==> src/rtl/alu_seq_pkg.sv <==
// Shared types and constants for the multi-precision ALU word sequencer.
package alu_seq_pkg;

  typedef enum logic [1:0] {
    IDLE = 2'd0,
    RUN  = 2'd1,
    DONE = 2'd2
  } seq_state_e;

  // ALU function codes; SUB expects cin=1 on the lowest word for two's complement.
  localparam logic [1:0] CTRL_ADD = 2'b00;
  localparam logic [1:0] CTRL_SUB = 2'b01;
  localparam logic [1:0] CTRL_AND = 2'b10;
  localparam logic [1:0] CTRL_OR  = 2'b11;

  function automatic int clog2(input int value);
    int r;
    r = 0;
    for (int i = 0; i < 31; i++) begin
      if ((32'sd1 << i) < value) r = i + 1;
    end
    return r;
  endfunction

endpackage

==> src/rtl/alu_seq_word_sel.sv <==
// Combinational word slicer: presents word idx_i of a wide register, or zero when disabled.
module alu_seq_word_sel #(
  parameter int N     = 4,
  parameter int WORDS = 4,
  parameter int KW    = 2
) (
  input  logic [N*WORDS-1:0] word_i,
  input  logic [KW-1:0]      idx_i,
  input  logic               en_i,
  output logic [N-1:0]       word_o
);

  // Slice the selected word; zero keeps the ALU inputs quiet outside RUN.
  always_comb begin
    word_o = '0;
    if (en_i) begin
      word_o = word_i[idx_i*N +: N];
    end else begin
      word_o = '0;
    end
  end

endmodule

==> src/rtl/alu_word_sequencer.sv <==
// Steps an external N-bit ALU across WORDS words to perform W-bit operations.
// Optional feature macro ALUSEQ_CARRY_CHAIN_EN: chain carries between words (else SIMD lanes).
module alu_word_sequencer
  import alu_seq_pkg::*;
#(
  parameter int N     = 4,
  parameter int WORDS = 4
) (
  input  logic                 clk,
  input  logic                 rst_n,
  input  logic                 start,
  input  logic [N*WORDS-1:0]   op_a,
  input  logic [N*WORDS-1:0]   op_b,
  input  logic                 op_cin,
  input  logic [1:0]           op_ctrl,
  output logic                 busy,
  output logic                 done,
  output logic [N*WORDS-1:0]   result,
  output logic                 flag_c,
  output logic                 flag_v,
  output logic                 flag_z,
  output logic [N-1:0]         alu_a,
  output logic [N-1:0]         alu_b,
  output logic                 alu_cin,
  output logic [1:0]           alu_ctrl,
  input  logic [N-1:0]         alu_f,
  input  logic                 alu_cout,
  input  logic                 alu_v,
  input  logic                 alu_z
);

  localparam int W  = N * WORDS;
  localparam int KW = clog2(WORDS);
  localparam logic [KW-1:0] K_LAST = KW'(WORDS - 1);

  seq_state_e     state_q, state_d;
  logic [KW-1:0]  k_q, k_d;
  logic [W-1:0]   a_q, a_d;
  logic [W-1:0]   b_q, b_d;
  logic [1:0]     ctrl_q, ctrl_d;
  logic           carry_q, carry_d;
  logic           v_q, v_d;
  logic           zacc_q, zacc_d;
  logic [W-1:0]   work_q, work_d;
  logic [W-1:0]   result_q, result_d;
  logic           flag_c_q, flag_c_d;
  logic           flag_v_q, flag_v_d;
  logic           flag_z_q, flag_z_d;
  logic           done_q, done_d;
  logic           busy_q, busy_d;
`ifndef ALUSEQ_CARRY_CHAIN_EN
  logic           cin_q, cin_d;
`endif

  logic           in_run_s;

  assign in_run_s = (state_q == RUN);

  alu_seq_word_sel #(.N(N), .WORDS(WORDS), .KW(KW)) u_sel_a (
    .word_i (a_q),
    .idx_i  (k_q),
    .en_i   (in_run_s),
    .word_o (alu_a)
  );

  alu_seq_word_sel #(.N(N), .WORDS(WORDS), .KW(KW)) u_sel_b (
    .word_i (b_q),
    .idx_i  (k_q),
    .en_i   (in_run_s),
    .word_o (alu_b)
  );

  assign alu_ctrl = in_run_s ? ctrl_q : 2'b00;
`ifdef ALUSEQ_CARRY_CHAIN_EN
  assign alu_cin  = in_run_s ? carry_q : 1'b0;
`else
  // Lane mode: every word sees the original carry-in; inter-word carries are dropped.
  assign alu_cin  = in_run_s ? cin_q : 1'b0;
`endif

  // Next-state and datapath update for the IDLE -> RUN -> DONE sequence.
  always_comb begin
    state_d  = state_q;
    k_d      = k_q;
    a_d      = a_q;
    b_d      = b_q;
    ctrl_d   = ctrl_q;
    carry_d  = carry_q;
    v_d      = v_q;
    zacc_d   = zacc_q;
    work_d   = work_q;
    result_d = result_q;
    flag_c_d = flag_c_q;
    flag_v_d = flag_v_q;
    flag_z_d = flag_z_q;
    done_d   = 1'b0;
`ifndef ALUSEQ_CARRY_CHAIN_EN
    cin_d    = cin_q;
`endif
    case (state_q)
      IDLE: begin
        if (start) begin
          a_d     = op_a;
          b_d     = op_b;
          ctrl_d  = op_ctrl;
          carry_d = op_cin;
`ifndef ALUSEQ_CARRY_CHAIN_EN
          cin_d   = op_cin;
`endif
          zacc_d  = 1'b1;
          k_d     = '0;
          state_d = RUN;
        end else begin
          state_d = IDLE;
        end
      end
      RUN: begin
        work_d[k_q*N +: N] = alu_f;
        carry_d = alu_cout;
        v_d     = alu_v;
        zacc_d  = zacc_q & alu_z;
        // Final word: publish from the updated values so the MSW is included.
        if (k_q == K_LAST) begin
          state_d  = DONE;
          done_d   = 1'b1;
          result_d = work_d;
          flag_c_d = alu_cout;
          flag_v_d = alu_v;
          flag_z_d = zacc_q & alu_z;
        end else begin
          k_d = k_q + KW'(1);
        end
      end
      DONE: begin
        state_d = IDLE;
        k_d     = '0;
      end
      default: begin
        state_d = IDLE;
        k_d     = '0;
      end
    endcase
    busy_d = (state_d != IDLE);
  end

  // State and datapath registers with synchronous active-low reset.
  always_ff @(posedge clk) begin
    if (!rst_n) begin
      state_q  <= IDLE;
      k_q      <= '0;
      a_q      <= '0;
      b_q      <= '0;
      ctrl_q   <= 2'b00;
      carry_q  <= 1'b0;
      v_q      <= 1'b0;
      zacc_q   <= 1'b0;
      work_q   <= '0;
      result_q <= '0;
      flag_c_q <= 1'b0;
      flag_v_q <= 1'b0;
      flag_z_q <= 1'b0;
      done_q   <= 1'b0;
      busy_q   <= 1'b0;
`ifndef ALUSEQ_CARRY_CHAIN_EN
      cin_q    <= 1'b0;
`endif
    end else begin
      state_q  <= state_d;
      k_q      <= k_d;
      a_q      <= a_d;
      b_q      <= b_d;
      ctrl_q   <= ctrl_d;
      carry_q  <= carry_d;
      v_q      <= v_d;
      zacc_q   <= zacc_d;
      work_q   <= work_d;
      result_q <= result_d;
      flag_c_q <= flag_c_d;
      flag_v_q <= flag_v_d;
      flag_z_q <= flag_z_d;
      done_q   <= done_d;
      busy_q   <= busy_d;
`ifndef ALUSEQ_CARRY_CHAIN_EN
      cin_q    <= cin_d;
`endif
    end
  end

  assign busy   = busy_q;
  assign done   = done_q;
  assign result = result_q;
  assign flag_c = flag_c_q;
  assign flag_v = flag_v_q;
  assign flag_z = flag_z_q;

endmodule

==> config.mk <==
export PLATFORM = sky130hd
export DESIGN_NAME = alu_word_sequencer
export DESIGN_NICKNAME = d
export VERILOG_FILES = /design/src/rtl/alu_seq_pkg.sv /design/src/rtl/alu_seq_word_sel.sv /design/src/rtl/alu_word_sequencer.sv
export SDC_FILE = /design/constraint.sdc
export NUM_CORES = 1
export LEC_CHECK = 0
export CAP_MARGIN = 20
export CORE_ASPECT_RATIO = 1.75
export CORE_MARGIN = 3
export CORE_UTILIZATION = 45
export CTS_CLUSTER_DIAMETER = 40
export DETAILED_ROUTE_END_ITERATION = 7
export PLACE_DENSITY = 0.86
export SETUP_SLACK_MARGIN = 0.2
export SLEW_MARGIN = 30
export SYNTH_ARGS = -nofsm -noshare
export SYNTH_HDL_FRONTEND = slang
export SYNTH_SLANG_ARGS = --single-unit
export TNS_END_PERCENT = 20
==> constraint.sdc <==
create_clock -name clk -period 1.8 [get_ports clk]
set_clock_uncertainty 0.1 [all_clocks]
set_input_delay 0.45 -clock clk [delete_from_list [all_inputs] [get_ports clk]]
set_output_delay 0.45 -clock clk [all_outputs]
set_load 0.05 [all_outputs]
======== Word-level counts from Yosys, hierarchy flattened ========
Cells that the tools add are included.
word-level totals
  register bits ........................... 77
  bits of input ports ..................... 45
  output and inout bits ................... 32
operators by class
  $add $sub $neg .......................... 2
  eq/ne operators ......................... 4
  shift-type cells ........................ 4
  mux-type cells .......................... 14
  bitwise operators ....................... 1
  reduce and logical (&&, ||, !) cells .... 8
operators by type and width
  kind                     number
  $neg 4->34               1
  $shift 4x34->16 const A  1
  $shiftx 4x34->16         1
  $shiftx 16x5->4          2
  $bwmux 16                1
  $reduce_and 2->1         5
  $mux 2                   4
  $mux 4                   2
  $pmux 2 s2               2
  $mux 1                   4
  $ne 2x2->1 const B       2
  $reduce_bool 2->1        2
  $add 2x1->2 const B      1
  $eq 2x1->1 const B       1
  $eq 2x2->1 const B       1
  $logic_not 2->1          1
  $pmux 1 s2               1
  $and 1x1->1              1

======== Depth between registers and ports, before layout ========
  word-level depth ........................ 4
  depth in mapped cells ................... 7

======== Hierarchy ========
Synthesis repeated with hierarchy kept, for this count alone.
unflattened totals
  cells, all modules ...................... 353
  area total of the unflattened synthesis .. 3240.6 µm²
by module, submodules not included
  module              instances  cells each  area each (µm²)
  alu_word_sequencer  1          323         2987.9
  alu_seq_word_sel    2          15          126.4

======== Worst setup path before layout ========
OpenSTA, ideal clock, no wires.
  path type ............................... flip-flop to flip-flop
  start point ............................. register k_q[1]
  end point ............................... register result_q[4] (netlist: result[4])
  library setup time ...................... 0.123 ns
  arrival ................................. 1.757 ns
  data required time ...................... 1.577 ns
  path slack .............................. -0.180 ns
  stages on the path, launching flop included .. 8
  buffers on the path ..................... 2
  clock period less this slack ............ 1.980 ns
  cell sequence ........................... dfxtp_1 > clkbuf_1 > inv_1 > ha_1 > and4b_1 > clkbuf_1 > a221oi_1 > nor2_1
between the ends
  word-level cells in the longest chain between the ends .. 3
  elaborated cells between the ends (all ways) .. 6
  classes of those cells .................. add/sub: 1; eq/ne: 1; shift: 2; mux: 1; reduce/logical: 1
RTL lines
  item                                                 RTL line                   text
  start: declaration                                   alu_word_sequencer.sv:37   logic [KW-1:0] k_q, k_d;
  start signal: assignment                             alu_word_sequencer.sv:169  k_q <= k_d;
  $neg 4->34                                           alu_word_sequencer.sv:118  work_d[k_q*N +: N] = alu_f;
  $shiftx 4x34->16 or $shift 4x34->16 (tied branches)  alu_word_sequencer.sv:118
  $bwmux 16                                            alu_word_sequencer.sv:118
  end signal: assignment                               alu_word_sequencer.sv:177  result_q <= result_d;
  end: declaration                                     alu_word_sequencer.sv:45   logic [W-1:0] result_q, result_d;
Several ways; a longest one is shown, not always the timed one.
A chain may end at the register's enable or synchronous reset.

======== Worst setup path in the final report ========
  start point ............................. register k_q[0]
  end point ............................... output port alu_b[3]
between the ends
  word-level cells in the longest chain between the ends .. 2
RTL lines
  item              RTL line                  text
  $shiftx 16x5->4   alu_seq_word_sel.sv:17    word_o = word_i[idx_i*N +: N];
  $mux 4            alu_seq_word_sel.sv:16    if (en_i) begin
  end: declaration  alu_word_sequencer.sv:23  output logic [N-1:0] alu_b,
No other way between the ends.

==> impl_metrics.py <==
metrics = {
    "pwr": {
        "p_seq_frac": 0.408,
        "power_frac_comb": 0.153,
        "powerDensity_nw_per_um2": 814,
        "leakage_nw": 1.97,
        "peakVddDrop_v": 0.000661,
        "switching_share": 0.232,
        "clockPowerShare": 0.439,
        "p_int_mw": 3.23,
        "p_switching_mw": 0.977,
    },
    "logic_synthesis": {
        "synth-async-reset-ratio": 0,
        "syn_inst": 350,
        "seq_area_frac_synth": 0.436,
        "synth_top_area_frac": 0.436,
        "synth-seq-cells": 73,
        "avgSynthCellArea_sq_um": 9.58,
        "yosysUniqueCellTypes": 36,
        "synth_nets": 400,
        "synth_top_flop_cell": "dfxtp_1",
        "synth_top_area_cell": "dfxtp_1",
        "synth-edff-count": 0,
        "syn_area_sq_um": 3350,
        "synth_area_leaders": "dfxtp_1 (44%), a21boi_2 (9.4%), nand2_1 (8.7%)",
        "ys_warn_count": 0,
    },
    "drt": {
        "num_vias": 2939,
        "routedWlPerCell_microns": 17.4,
        "routed_wl_microns": 9300,
        "viasPerCell": 5.50,
        "postRouteAntennaNets": 0,
        "first_iter_violations": 149,
        "drc": 0,
        "drt_first_pass_iters": 4,
    },
    "floorplanning": {
        "die-area_sq_um": 8570,
        "dieWidth_microns": 71.3,
        "core_sq_um": 7230,
        "die_h_microns": 120,
        "io-pin-count": 77,
        "row_count": 41,
        "initial_core_util": 0.464,
    },
    "global_route": {
        "antenna_found_initial": 0,
        "grt-ovfl-total": 0,
        "grt_pass1_vias": 2995,
        "grt_max_degree": 36,
        "grt_usage": 0.205,
        "grt_pass1_wl_microns": 13600,
    },
    "sta": {
        "tightest_slew_ns": 0.591,
        "period_share": 1.21,
        "slew-limit-headroom": 0.606,
        "slew_viol_final": 0,
        "whs_ns": 0.363,
        "finalHoldViolCount": 0,
        "fmaxAchievable_mhz": 458,
        "setup_viol": 44,
        "rsz0062_at_grt": "yes",
        "setup_tns_ns": -7.90,
        "fin_crit_ns": 2.18,
        "layout_setup_ws_ns": -0.384,
    },
    "worst_setup_path": {
        "cp_max_fo": 4,
        "cp.required_ns": 1.25,
        "critPathKind": "reg2out",
        "critPathLaunchType": "flop",
        "cp.arrival_ns": 1.63,
        "crit_path_end_kind": "output pin",
    },
    "flow_run": {
        "maxCapViolCount": 0,
    },
    "clock_tree": {
        "path_clk_slew_ns": 0.05,
        "htreeDepth": 3,
        "cts_root_buf": "clkbuf_16",
        "clk_path_buf_depth": 2,
        "cts_tree": "built",
        "cts_buffers": 9,
        "clock_sinks": 73,
        "clk_latency_ns": 0.33,
    },
    "run_status": {
        "status": "finished with violations",
        "violations": "negative setup slack",
    },
    "cells_and_area": {
        "syn2layout_area_growth_pct": 54.0,
        "final_cells": 534,
        "diodes": 0,
        "final_nets": 493,
        "drive_above_1_share": 0.391,
    },
    "placed_design": {
        "post-place-cells": 506,
        "dp_hpwl_microns": 6000,
        "portBuffers": 76,
        "gp_congestion": 0.813,
    },
    "min_path": {
        "worst_hold_path_type": "reg2reg",
    },
}
[Yosys cell counts (5+ instances only)]
master    instances
nand2_1          78
dfxtp_1          73
a21boi_2         28
a21boi_0         15
and2_1           14
clkbuf_1         14
o21ai_0          13
nor2b_1          10
a221oi_1          9
a32oi_1           9
nor2_1            9
mux4_2            8
buf_2             7
nand3_1           7
buf_6             6
inv_1             6
a21oi_1           5
ha_1              5
nand3b_1          5
[through the flow]
| stage | total power [mW] | cell area, sq um | worst slack (ns) | utilization |
|---|---|---|---|---|
| final | 4.21 | 5170 | -0.384 | 0.714 |
| after global routing | 4.36 | 5170 | -0.412 | 0.714 |
| after CTS | 4.20 | 4940 | -0.413 | 0.683 |
| after detailed placement | 2.31 | 4530 | -0.131 | 0.626 |
| after global placement | 2.29 | 4530 | -0.0686 | 0.626 |
| after floorplan | 2.08 | 3400 | 0.0341 | - |
[flip-flops by register name, summed over array words and instances, names as in the netlist]
name and count:
flag_v 1, work_q 12, flag_c 1, busy 1
zacc_q 1, state_q 2, ctrl_q 2, a_q 16
b_q 16, done 1, flag_z 1, cin_q 1
k_q 2, result 16
[layout make-up]
class	instances	area, sq um
sequential	73	1470
clock inverter	3	65.1
multi-input combinational	244	1910
inverter	6	27.5
tap	86	108
clock buffer	13	240
timing repair buffer	109	1350
fill	473	2070
[per-layer routing]
layer | vias to the layer above | share of wire | wire length (microns) | GRT usage
met5 | - | 0 | 0 | 0
met1 | 1389 | 0.33 | 3090 | 0.201
met2 | 95 | 0.57 | 5310 | 0.378
met3 | 39 | 0.044 | 407 | 0.0483
met4 | 0 | 0.053 | 495 | 0.118
li1 | 1416 | - | - | -
[cell families after synthesis]
| group | count (synthesis) | synth area share |
|---|---|---|
| compound gates | 87 | 0.222 |
| fa+ha+maj | 5 | 0.0186 |
| buf+inv | 33 | 0.0530 |
| flops | 73 | 0.436 |
| mux | 8 | 0.0537 |
| simple gates | 144 | 0.217 |
[power by group through the flow]
stage | clock network (mW) | logic [mW] | registers [mW]
final | 1.85 | 0.645 | 1.72
after global placement | 0 | 0.542 | 1.75
after CTS | 1.89 | 0.597 | 1.72
after global routing | 1.95 | 0.687 | 1.72
after detailed placement | 0 | 0.558 | 1.76
after floorplan | 0 | 0.330 | 1.75
[worst max-delay path, stage by stage, from the launching register on]
cell and delay [ns]:
dfxtp_4 0.38, buf_6 0.13, mux4_2 0.49, and2_4 0.16, buf_12 0.14
[placed cells by master, fill, tap and decap left out, types with 4 or more instances in the layout]
| master | synthesis | layout |
|---|---|---|
| nor2b_1 | 10 | 10 |
| nand2_2 | 3 | 10 |
| a221oi_1 | 9 | 5 |
| a21boi_2 | 28 | 29 |
| clkdlybuf4s50_1 | 0 | 43 |
| nand3b_1 | 5 | 5 |
| clkbuf_1 | 14 | 4 |
| nor2_1 | 9 | 9 |
| and2_4 | 0 | 12 |
| mux4_2 | 8 | 8 |
| a32oi_1 | 9 | 6 |
| buf_12 | 0 | 29 |
| a221oi_2 | 0 | 4 |
| o21ai_2 | 0 | 10 |
| dfxtp_1 | 73 | 70 |
| buf_4 | 0 | 25 |
| buf_6 | 6 | 7 |
| a21boi_0 | 15 | 6 |
| inv_1 | 6 | 5 |
| clkbuf_16 | 0 | 11 |
| nand3_1 | 7 | 6 |
| a21boi_1 | 0 | 8 |
| nand2_1 | 78 | 71 |
[what timing repair did]
item | CTS | global route
setup buffers | 4 | 5
gates cloned | 0 | 3
gates resized for setup | 30 | 47
setup endpoints to repair | 45 | 71
hold buffers | 0 | 0
pin swaps | 10 | 11
[final timing paths]
check,from,end,slack (ns),cells after the start
worst max-delay path,k_q[0],alu_b[3],-0.38,4
worst min-delay path,ctrl_q[0],ctrl_q[0],0.36,2
worst max register to register,k_q[0],result[0],-0.21,10
worst min register to register,ctrl_q[0],ctrl_q[0],0.36,2
(Power assumes the default switching activity.)
==> RTL edit 1: new RTL, same settings <==
The output `busy` loses its register stage (`busy_q` becomes a continuous assignment).
--- a/src/rtl/alu_word_sequencer.sv
+++ b/src/rtl/alu_word_sequencer.sv
@@ -162,3 +162,2 @@
       done_q   <= 1'b0;
-      busy_q   <= 1'b0;
 `ifndef ALUSEQ_CARRY_CHAIN_EN
@@ -181,3 +180,2 @@
       done_q   <= done_d;
-      busy_q   <= busy_d;
 `ifndef ALUSEQ_CARRY_CHAIN_EN
@@ -187,2 +185,4 @@
   end
+
+  assign busy_q = busy_d;
 
Formal check against the unedited RTL: not equivalent (Yosys sat finds a counterexample within 4 cycles, from zero or initial values and one cycle with rst_n low).
==> RTL edit 1 against the unedited design <==
The flow still finishes with violations (setup timing). Core utilization rose by 1.7 points. Final area fell by 2.2%. First-iteration DRC count fell by 13%. Final cell count fell by 8.6%. Critical path depth did not move. Die area fell by 3.2%. Combinational power rose by 6.8%. Global-route usage barely moved. Worst setup slack improved by 0.020 ns. Synthesized area fell by 3.4%. Routed wire length fell by 6.2%. Non-clock buffer count fell by 4. Sequential cell count fell by 1. Total power fell by 6.4%. Critical endpoint is now alu_b[0].
==> RTL edit 1: results (changes against the unedited design) <==
avgRoutedWirePerCell_um: 17.9  # +2.6%
met1_usage_pct: 20.8  # +0.64 points
grtUsageMet3_pct: 3.66  # -1.2 points
endpoint: "alu_b[0]"
synth_nets: 357  # -11%
post-route-worst-setup-slack_ns: -0.364  # +0.0199 ns
place_hpwl_um: 5660  # -5.7%
grt_start_max_net_pins: 44  # +22%
place_ws_ns: -0.337  # -0.206 ns
via_count: 2685  # -8.6%
finalSetupViolCount: 44  # unchanged
peakVddDrop_mv: 0.674  # +2.0%
nNetsFinal: 450  # -8.7%
htree_levels: 3  # unchanged
grtUsageTotal_pct: 20.5  # about the same
sw_frac_of_total_pct: 23.5  # +0.32 points
p_leak_uw: 0.00195  # -0.97%
crit_arrival_ns: 1.61  # -0.02 ns
min-delay-start: "work_q[0]$_SDFFE_PN0N_"
cts.sinks: 72  # -1.4%
tns_ns: -6.77  # +1.14 ns
tightest_slew_ns: 0.818  # +0.227 ns
grtUsageMet2_pct: 39.1  # +1.3 points
synthCells: 307  # -12%
status: "finished with violations"
rrSetupSlack_ns: -0.17  # +0.04 ns
grt_pass1_wl_um: 13400  # -1.6%
reg2regPathDepth: 10  # unchanged
gp_congestion: 0.816  # +0.38%
placed_cell_area_sq_um: 4400  # -2.8%
yosys-top-cells-count: "dfxtp_1, nor2b_1, mux2i_1, and2_1, nand2_1"
violations: "setup timing"
synthTopCellsByArea: "dfxtp_1, mux2i_1, nor2b_1, mux4_2, and2_1"
drt-initial-drc-count: 129  # -13%
drt-met1-wl_um: 3140  # +1.6%
dpl.cell_count: 462  # -8.7%
route.met3.wl_um: 377  # -7.4%
min_to: "work_q[0]$_SDFFE_PN0N_"
yosysWarnings: 0  # unchanged
grt_pass1_vias: 2758  # -7.9%
drive_gt1_share_pct: 33.7  # -5.4 points
ys_seq_area_share_pct: 44.5  # +0.91 points
wl_met2_um: 4950  # -6.8%
## RTL edit 1: logic make-up (layout without fill, tap and decap cells)
kind of cell | count (synthesis) | after routing | synth area share (%)
AO/OA/AOI/OAI | 50 | 50 | 11.1
adder cells (fa/ha/maj) | 5 | 5 | 1.93
buffers and inverters | 30 | 127 | 5.91
flip-flops | 72 | 72 | 44.5
multiplexers | 43 | 43 | 16.4
AND/OR/NAND/NOR | 107 | 107 | 20.2
## RTL edit 1: worst reg2reg max path, cell delays in order (launching register included)
cell	delay (ns)
dfxtp_4	0.36
buf_6	0.13
buf_4	0.13
buf_6	0.11
buf_6	0.13
ha_4	0.16
buf_6	0.12
and3b_2	0.27
clkbuf_16	0.18
o21ai_2	0.11
nor2_1	0.06
## RTL edit 1: through the flow
step	hold slack, ns	power [uW]
6_report	0.361	3940
2_1_floorplan	0.334	2080
3_3_place_gp	0.342	2280
5_1_grt	0.378	4070
3_5_place_dp	0.352	2300
4_1_cts	0.355	3910
## RTL edit 1: layout make-up
| type | count | area [sq um] |
|---|---|---|
| repair buffers | 105 | 1370 |
| clock inverters | 1 | 5.00 |
| clock buffers | 14 | 254 |
| fillers | 457 | 1850 |
| multi-input cells | 205 | 1850 |
| flip-flops and latches | 72 | 1450 |
| well taps | 84 | 105 |
| inverters | 7 | 28.8 |
## RTL edit 1: power by group through the flow
stage          logic [uW]  clock network, uW  registers, uW
6_report              689               1550           1700
4_1_cts               638               1570           1700
3_5_place_dp          569                  0           1730
5_1_grt               730               1640           1700
3_3_place_gp          553                  0           1730
2_1_floorplan         358                  0           1720
## RTL edit 1: timing repair
action	CTS	global route
resized for setup	36	34
pin swaps	17	8
buffers inserted	6	2
endpoints found under the setup margin	80	77
gates cloned	2	1
==> RTL edit 2: new RTL, same flow settings <==
Made on the original files. `N` is set to 4 in 2 places; all go to 8.
--- a/src/rtl/alu_seq_word_sel.sv
+++ b/src/rtl/alu_seq_word_sel.sv
@@ -2,3 +2,3 @@
 module alu_seq_word_sel #(
-  parameter int N     = 4,
+  parameter int N     = 8,
   parameter int WORDS = 4,
--- a/src/rtl/alu_word_sequencer.sv
+++ b/src/rtl/alu_word_sequencer.sv
@@ -5,3 +5,3 @@
 #(
-  parameter int N     = 4,
+  parameter int N     = 8,
   parameter int WORDS = 4
Interface: changed (6 resized); port bits go from 77 to 137. The function was not compared with the original's and may differ.
==> RTL edit 2 against the unedited design <==
The run still ends with setup timing left. Total power rose by 83%. Synthesized area rose by 78%. Final area rose by 86%. Sequential cell count rose by 68. Routed wire length rose by 100%. Combinational power rose by 92%. Sequential power rose by 92%. Worst setup slack got worse by 0.12 ns.
==> RTL edit 2: results (changes against the unedited design) <==
wl_met2_um: 10700  # +100%
synth_nets: 719  # +80%
synthMuxAreaShare_pct: 6.03  # +0.66 points
synth_compound_area_share_pct: 24.5  # +2.3 points
gp_congestion: 0.817  # +0.44%
violations: "setup timing"
buffers: 204  # +87%
min-delay-start: "rst_n"
met1_usage_pct: 25.5  # +5.4 points
peakVddDrop_mv: 0.827  # +25%
pg_comb_uw: 1240  # +92%
grtUsageTotal_pct: 25.0  # +4.5 points
yosys_register_bits: 141  # +93%
regArea_sq_um: 2830  # +93%
drive_gt1_share_pct: 35.8  # -3.2 points
ys_seq_area_share_pct: 47.2  # +3.7 points
status: "finished with violations"
hold_class: "primary input to flop"
max_slew_margin_pct: 67.0  # +6.4 points
n_antenna_cell: 1  # +1
multi_input_gates: 424  # +74%
dpl.cell_count: 919  # +82%
place_hpwl_um: 12100  # +100%
post-route-worst-setup-slack_ns: -0.501  # -0.117 ns
grt_start_max_net_pins: 70  # +94%
stdcell_count: 976  # +83%
finalSetupViolCount: 31  # -30%
-- RTL edit 2: cell count changes after synthesis, moves of 7 or more --
| cell | change |
|---|---|
| a21boi_0 | +39 |
| a21boi_1 | +17 |
| a21boi_2 | -26 |
| a21oi_1 | +21 |
| a22o_1 | +24 |
| a32oi_1 | +23 |
| and2_1 | +8 |
| buf_2 | +11 |
| buf_4 | +7 |
| clkbuf_1 | +16 |
| dfxtp_1 | +68 |
| mux4_2 | +8 |
| nand2_1 | +61 |
| o21ai_0 | +21 |
-- RTL edit 2: through the flow --
| step | utilization (%) | setup slack, ns |
|---|---|---|
| CTS | 70.9 | -0.517 |
| finish | 74.1 | -0.501 |
| global route | 74.1 | -0.552 |
| global placement | 63.6 | -0.227 |
| detailed placement | 63.6 | -0.302 |
| floorplan | - | -0.0566 |
-- RTL edit 2: repair_timing --
item	4_1_cts	5_1_grt
resized for setup	55	142
buffers inserted	12	9
setup endpoints to repair	152	158
cloned	6	0
pin swaps	23	39
